===== src/rtl/seq_div8by4_if.sv =====
// Start/busy/done handshake bundle for the sequential divider.
// The master drives a request and operands; the slave returns the result.
interface seq_div8by4_if #(
  parameter int DW = 8,
  parameter int VW = 4
);
  logic          start;
  logic [DW-1:0] dividend;
  logic [VW-1:0] divisor;
  logic          busy;
  logic          done;
  logic [DW-1:0] quotient;
  logic [VW-1:0] remainder;
  logic          dz;

  modport master (
    output start, dividend, divisor,
    input  busy, done, quotient, remainder, dz
  );

  modport slave (
    input  start, dividend, divisor,
    output busy, done, quotient, remainder, dz
  );
endinterface


===== src/rtl/seq_div8by4.sv =====
// Restoring divider resolving one quotient bit per clock.
// Recovers an operand from a product of the companion 4-bit multiplier.
module seq_div8by4 #(
  parameter int DW = 8,
  parameter int VW = 4
) (
  input  logic         clk,
  input  logic         rst_n,
  seq_div8by4_if.slave bus
);

  localparam int CW = (DW > 1) ? $clog2(DW) : 1;

  typedef enum logic [1:0] {
    S_IDLE = 2'd0,
    S_CALC = 2'd1,
    S_FIN  = 2'd2
  } state_t;

  state_t        state_q;
  state_t        state_d;

  logic [DW-1:0] dvd_q;
  logic [VW-1:0] dvs_q;
  logic [VW:0]   prem_q;
  logic [DW-1:0] quo_q;
  logic [CW-1:0] cnt_q;

  logic [DW-1:0] quotient_q;
  logic [VW-1:0] remainder_q;
  logic          dz_q;
  logic          done_q;

  logic [VW:0]   shifted;
  logic          fits;
  logic [VW:0]   prem_next;
  logic [DW-1:0] quo_next;

  logic          load_en;
  logic          iter_en;
  logic          fin_norm;
  logic          fin_dz;

  // The partial remainder stays below the divisor, so its top bit is
  // always clear before the shift and the VW+1 bit window never overflows.
  always_comb begin
    shifted   = {prem_q[VW-1:0], dvd_q[DW-1]};
    fits      = (shifted >= {1'b0, dvs_q});
    prem_next = fits ? (shifted - {1'b0, dvs_q}) : shifted;
    quo_next  = {quo_q[DW-2:0], fits};
  end

  always_ff @(posedge clk or negedge rst_n) begin
    if (!rst_n) begin
      state_q <= S_IDLE;
    end else begin
      state_q <= state_d;
    end
  end

  always_comb begin
    state_d  = state_q;
    load_en  = 1'b0;
    iter_en  = 1'b0;
    fin_norm = 1'b0;
    fin_dz   = 1'b0;
    case (state_q)
      S_IDLE: begin
        if (bus.start) begin
          if (bus.divisor != '0) begin
            load_en = 1'b1;
            state_d = S_CALC;
          end else begin
            fin_dz  = 1'b1;
            state_d = S_FIN;
          end
        end
      end
      S_CALC: begin
        iter_en = 1'b1;
        if (cnt_q == '0) begin
          fin_norm = 1'b1;
          state_d  = S_FIN;
        end
      end
      S_FIN: begin
        state_d = S_IDLE;
      end
      default: begin
        state_d = S_IDLE;
      end
    endcase
  end

  // Results are written on the edge that enters FIN so they are already
  // valid for the whole cycle in which done is high.
  always_ff @(posedge clk or negedge rst_n) begin
    if (!rst_n) begin
      dvd_q       <= '0;
      dvs_q       <= '0;
      prem_q      <= '0;
      quo_q       <= '0;
      cnt_q       <= '0;
      quotient_q  <= '0;
      remainder_q <= '0;
      dz_q        <= 1'b0;
      done_q      <= 1'b0;
    end else begin
      done_q <= fin_norm | fin_dz;
      if (load_en) begin
        dvd_q  <= bus.dividend;
        dvs_q  <= bus.divisor;
        prem_q <= '0;
        quo_q  <= '0;
        cnt_q  <= CW'(DW - 1);
      end
      if (iter_en) begin
        dvd_q  <= dvd_q << 1;
        prem_q <= prem_next;
        quo_q  <= quo_next;
        cnt_q  <= cnt_q - 1'b1;
      end
      if (fin_norm) begin
        quotient_q  <= quo_next;
        remainder_q <= prem_next[VW-1:0];
        dz_q        <= 1'b0;
      end
      if (fin_dz) begin
        quotient_q  <= '1;
        remainder_q <= '0;
        dz_q        <= 1'b1;
      end
    end
  end

  assign bus.busy      = (state_q != S_IDLE);
  assign bus.done      = done_q;
  assign bus.quotient  = quotient_q;
  assign bus.remainder = remainder_q;
  assign bus.dz        = dz_q;

endmodule


===== src/flat_wrapper.sv =====
// flat-port wrapper written by rule: the top's interface ports become plain ports
module seq_div8by4_flat 
#(
  parameter int DW = 8,
  parameter int VW = 4
)
  (clk, rst_n, bus_start, bus_dividend, bus_divisor, bus_busy, bus_done, bus_quotient, bus_remainder, bus_dz);
  seq_div8by4_if #(.DW(DW), .VW(VW)) bus_i ();
  input  logic clk;
  input  logic rst_n;
  input wire logic [$bits(bus_i.start)-1:0] bus_start;
  input wire logic [$bits(bus_i.dividend)-1:0] bus_dividend;
  input wire logic [$bits(bus_i.divisor)-1:0] bus_divisor;
  output wire logic [$bits(bus_i.busy)-1:0] bus_busy;
  output wire logic [$bits(bus_i.done)-1:0] bus_done;
  output wire logic [$bits(bus_i.quotient)-1:0] bus_quotient;
  output wire logic [$bits(bus_i.remainder)-1:0] bus_remainder;
  output wire logic [$bits(bus_i.dz)-1:0] bus_dz;
  assign bus_i.start = bus_start;
  assign bus_i.dividend = bus_dividend;
  assign bus_i.divisor = bus_divisor;
  assign bus_busy = bus_i.busy;
  assign bus_done = bus_i.done;
  assign bus_quotient = bus_i.quotient;
  assign bus_remainder = bus_i.remainder;
  assign bus_dz = bus_i.dz;
  seq_div8by4 #(.DW(DW), .VW(VW)) u_core (.clk(clk), .rst_n(rst_n), .bus(bus_i));
endmodule

===== config.mk =====
export PLATFORM = sky130hd
export DESIGN_NAME = seq_div8by4_flat
export DESIGN_NICKNAME = d
export VERILOG_FILES = /design/src/rtl/seq_div8by4_if.sv /design/src/rtl/seq_div8by4.sv /design/src/flat_wrapper.sv
export SDC_FILE = /design/constraint.sdc
export NUM_CORES = 1
export LEC_CHECK = 0
export CAP_MARGIN = 20
export CORE_MARGIN = 4
export CORE_UTILIZATION = 40
export CTS_BUF_LIST = sky130_fd_sc_hd__clkbuf_4 sky130_fd_sc_hd__clkbuf_8
export CTS_CLUSTER_SIZE = 12
export DETAILED_ROUTE_END_ITERATION = 6
export PLACE_DENSITY_LB_ADDON = 0.3
export SETUP_SLACK_MARGIN = 0.5
export SYNTH_ARGS = -nofsm -noshare
export SYNTH_HDL_FRONTEND = slang
export SYNTH_SLANG_ARGS = --single-unit

===== constraint.sdc =====
create_clock -name clk -period 1.68 [get_ports clk]
set_input_delay 0.168 -clock clk [delete_from_list [all_inputs] [get_ports clk]]
set_output_delay 0.168 -clock clk [all_outputs]
set_load 0.1 [all_outputs]

==> run summary <==
asr flop ratio synth -> 1.000
post-synthesis compound-gate area fraction -> 0.1510
Die Span Y -> 77.92 µm
first-pass GRT wire length -> 8790 µm
Slew Viols, Final -> 0
Std-Cell Core Area -> 4723 µm²
PortBufs -> 29
global route overflow -> 0
largest net degree at the start of global routing -> 23
vias in the first global route -> 1769
placed instance area -> 2629 µm²
status -> complete, but fails checks
fill count -> 299
fin nets -> 281
Mean Syn Cell Area -> 11.18 µm²
Antenna diodes -> 0
Worst Tran Pin Value -> 540.2 ps
met3 wire length -> 185 µm
Wirelength per Cell -> 18.31 µm
Initial Utilization -> 0.4140
predominant post-synthesis flop cell -> dfrtp_1
xor/xnor share of the synthesized area -> 0.008957
commonest non-fill, non-tap cell in the layout -> dfrtp_1
antenna viol nets, final -> 0
WP data required -> 1910 ps
Detailed Route Iter0 Violations -> 84
Die Footprint -> 6072 µm²
Root Driver -> clkbuf_8
Post-Synth Adder-Cell Area -> 0.04862
initial antenna violation count -> 0
max cap viols -> 0
startpoint types -> register
Netlist cell types -> 34
Clock Skew -> 7.859 ps
minimum clock period -> 1755 ps
Final Hold Violating Endpoints -> 0
post-synthesis cell area -> 1956 µm²
Max Clock Freq -> 569.7 MHz
uppermost layer routed -> met4
Tightest Hold Check Type -> in -> reg
crit path DAT -> 1990 ps
area grow syn2layout -> 69.74%
WL final -> 5951 µm
clock latency on the worst-skew pair -> 300 ps
post-synthesis sequential area ratio -> 0.5374
GR Util All Layers -> 0.1872
Worst-path clk slew -> 80 ps
fin area -> 3319 µm²
EDFF count, synth -> 0
post-DP HPWL -> 2843 µm
post-synth top area share -> 0.5374
RSZ-0062 raised after global routing -> true
row cnt -> 25
largest area contributor in the netlist -> dfrtp_1
most frequent cells in the layout -> 41 x dfrtp_1, 29 x nand2_1, 29 x buf_4, 19 x buf_12, 18 x buf_6
failing checks -> negative setup slack
share of cells above drive strength 1 -> 0.5116
Die Wd -> 77.92 µm
Num Clock Sinks -> 42
post-synth net total -> 197
Post-Synth Simple-Gate Area -> 0.1446
Synth Instances -> 175
number of synthesis warnings -> 0
final setup violation count -> 8
Vias/cell -> 5.151
DRC Markers -> 0
final worst-path cycle share -> 1.045
largest family of logic cells by synthesized area -> compound AO/OA/AOI/OAI gates
# IOs -> 30
Area contributors post-synth -> dfrtp_1 54%, nand2_1 6.5%, mux2i_1 5.1%
H-tree Lvls -> 2
Max Fanout on Critical Path -> 5
CTS tree -> yes
met2 wire length -> 3235 µm
Synth Register Bits -> 42
placed instance count -> 283
multiplexer share of the synthesized area -> 0.06270
DRT met1 WL -> 2399 µm
CTS Buffer Depth -> 2
DRT Pass-1 Iters -> 4
post-layout utilization of the core -> 0.7028
worst hold slack -> 302.6 ps
critical path class -> reg -> reg
worst rel slew slack -> 0.6398
gpl congestion -> 0.7358
via count -> 1674
CP endpoint kind -> register
Finished Layout Cells -> 325
CTS Buf Count -> 5
Setup WS post-layout -> -75.42 ps
-- cells by family after synthesis --
family | count (synthesis)
AOI/OAI and AO/OA | 42
and+or+nand+nor | 52
muxes | 12
adders and majority gates | 7
DFF | 42
xor gates and xnor gates | 2
buffers and inverters | 18
-- final cells by class --
class,count,area (µm²),share of cell area
Clock buffer,6,82.58,0.02488
Multi-Input combinational cell,116,1039,0.3129
Tap cell,67,83.83,0.02525
Timing Repair Buffer,84,1016,0.3061
Sequential cell,42,1052,0.3170
Inverter,10,46.29,0.01395
-- through the flow --
step | setup TNS, ps | setup WS [ps]
final | -349.4 | -75.42
after global routing | -981.6 | -131.2
after CTS | -274.5 | -69.38
after detailed placement | -1711 | -124.1
after global placement | -1046 | -90.74
after floorplan | 0 | 67.66
-- repair_timing --
item	in CTS	in global routing
endpoints found under the setup margin	43	43
pin swaps	14	19
setup buffers	26	6
gates resized for setup	38	28
cloned	3	0
hold buffers	1	0
endpoints found under the hold margin	21	0
-- path summary, 6_finish.rpt --
check | start | to | slack (ps) | cells past startpoint
setup / recovery | u_core.prem_q[1] | u_core.prem_q[0] | -80 | 6
hold / removal | bus_divisor[2] | u_core.dvs_q[2] | 300 | 3
setup reg to reg | u_core.prem_q[1] | u_core.prem_q[0] | -80 | 6
hold reg to reg | u_core.dvd_q[1] | u_core.dvd_q[2] | 490 | 2
max in group asynchronous | rst_n | u_core.state_q[1] | 790 | 3
min in group asynchronous | rst_n | u_core.bus.quotient[4] | 380 | 2
-- cells in the mapped netlist, types with 4 or more instances --
cell type	n
o22ai_1	5
o22a_2	7
o21ai_0	9
inv_1	9
mux2i_1	10
dfrtp_1	42
o21ai_1	10
nand2_1	34
o2bb2ai_1	4
ha_1	6
-- metal layers --
layer / GRT usage / up-vias
li1: - / 769
met3: 0.04872 / 14
met4: 0.09441 / 0
met2: 0.3134 / 32
met5: 0 / -
met1: 0.2211 / 859
-- flip-flops by register name, summed over array words and instances (netlist names) --
register / cells
u_core.bus.quotient: 8
u_core.dvd_q: 8
u_core.quo_q: 7
u_core.bus.remainder: 4
u_core.dvs_q: 4
u_core.prem_q: 4
u_core.cnt_q: 3
u_core.state_q: 2
u_core.bus.done: 1
u_core.bus.dz: 1
-- worst max-delay path, stage by stage, from the launching register on --
cell	delay [ps]
dfrtp_1	420
ha_4	270
a21oi_4	140
o21ai_2	90
a21oi_4	260
mux2_4	360
o22ai_2	130
Power is left out: the tool's default activity adds up to more than one toggle a clock period on the data nets, which glitch-free logic cannot reach.
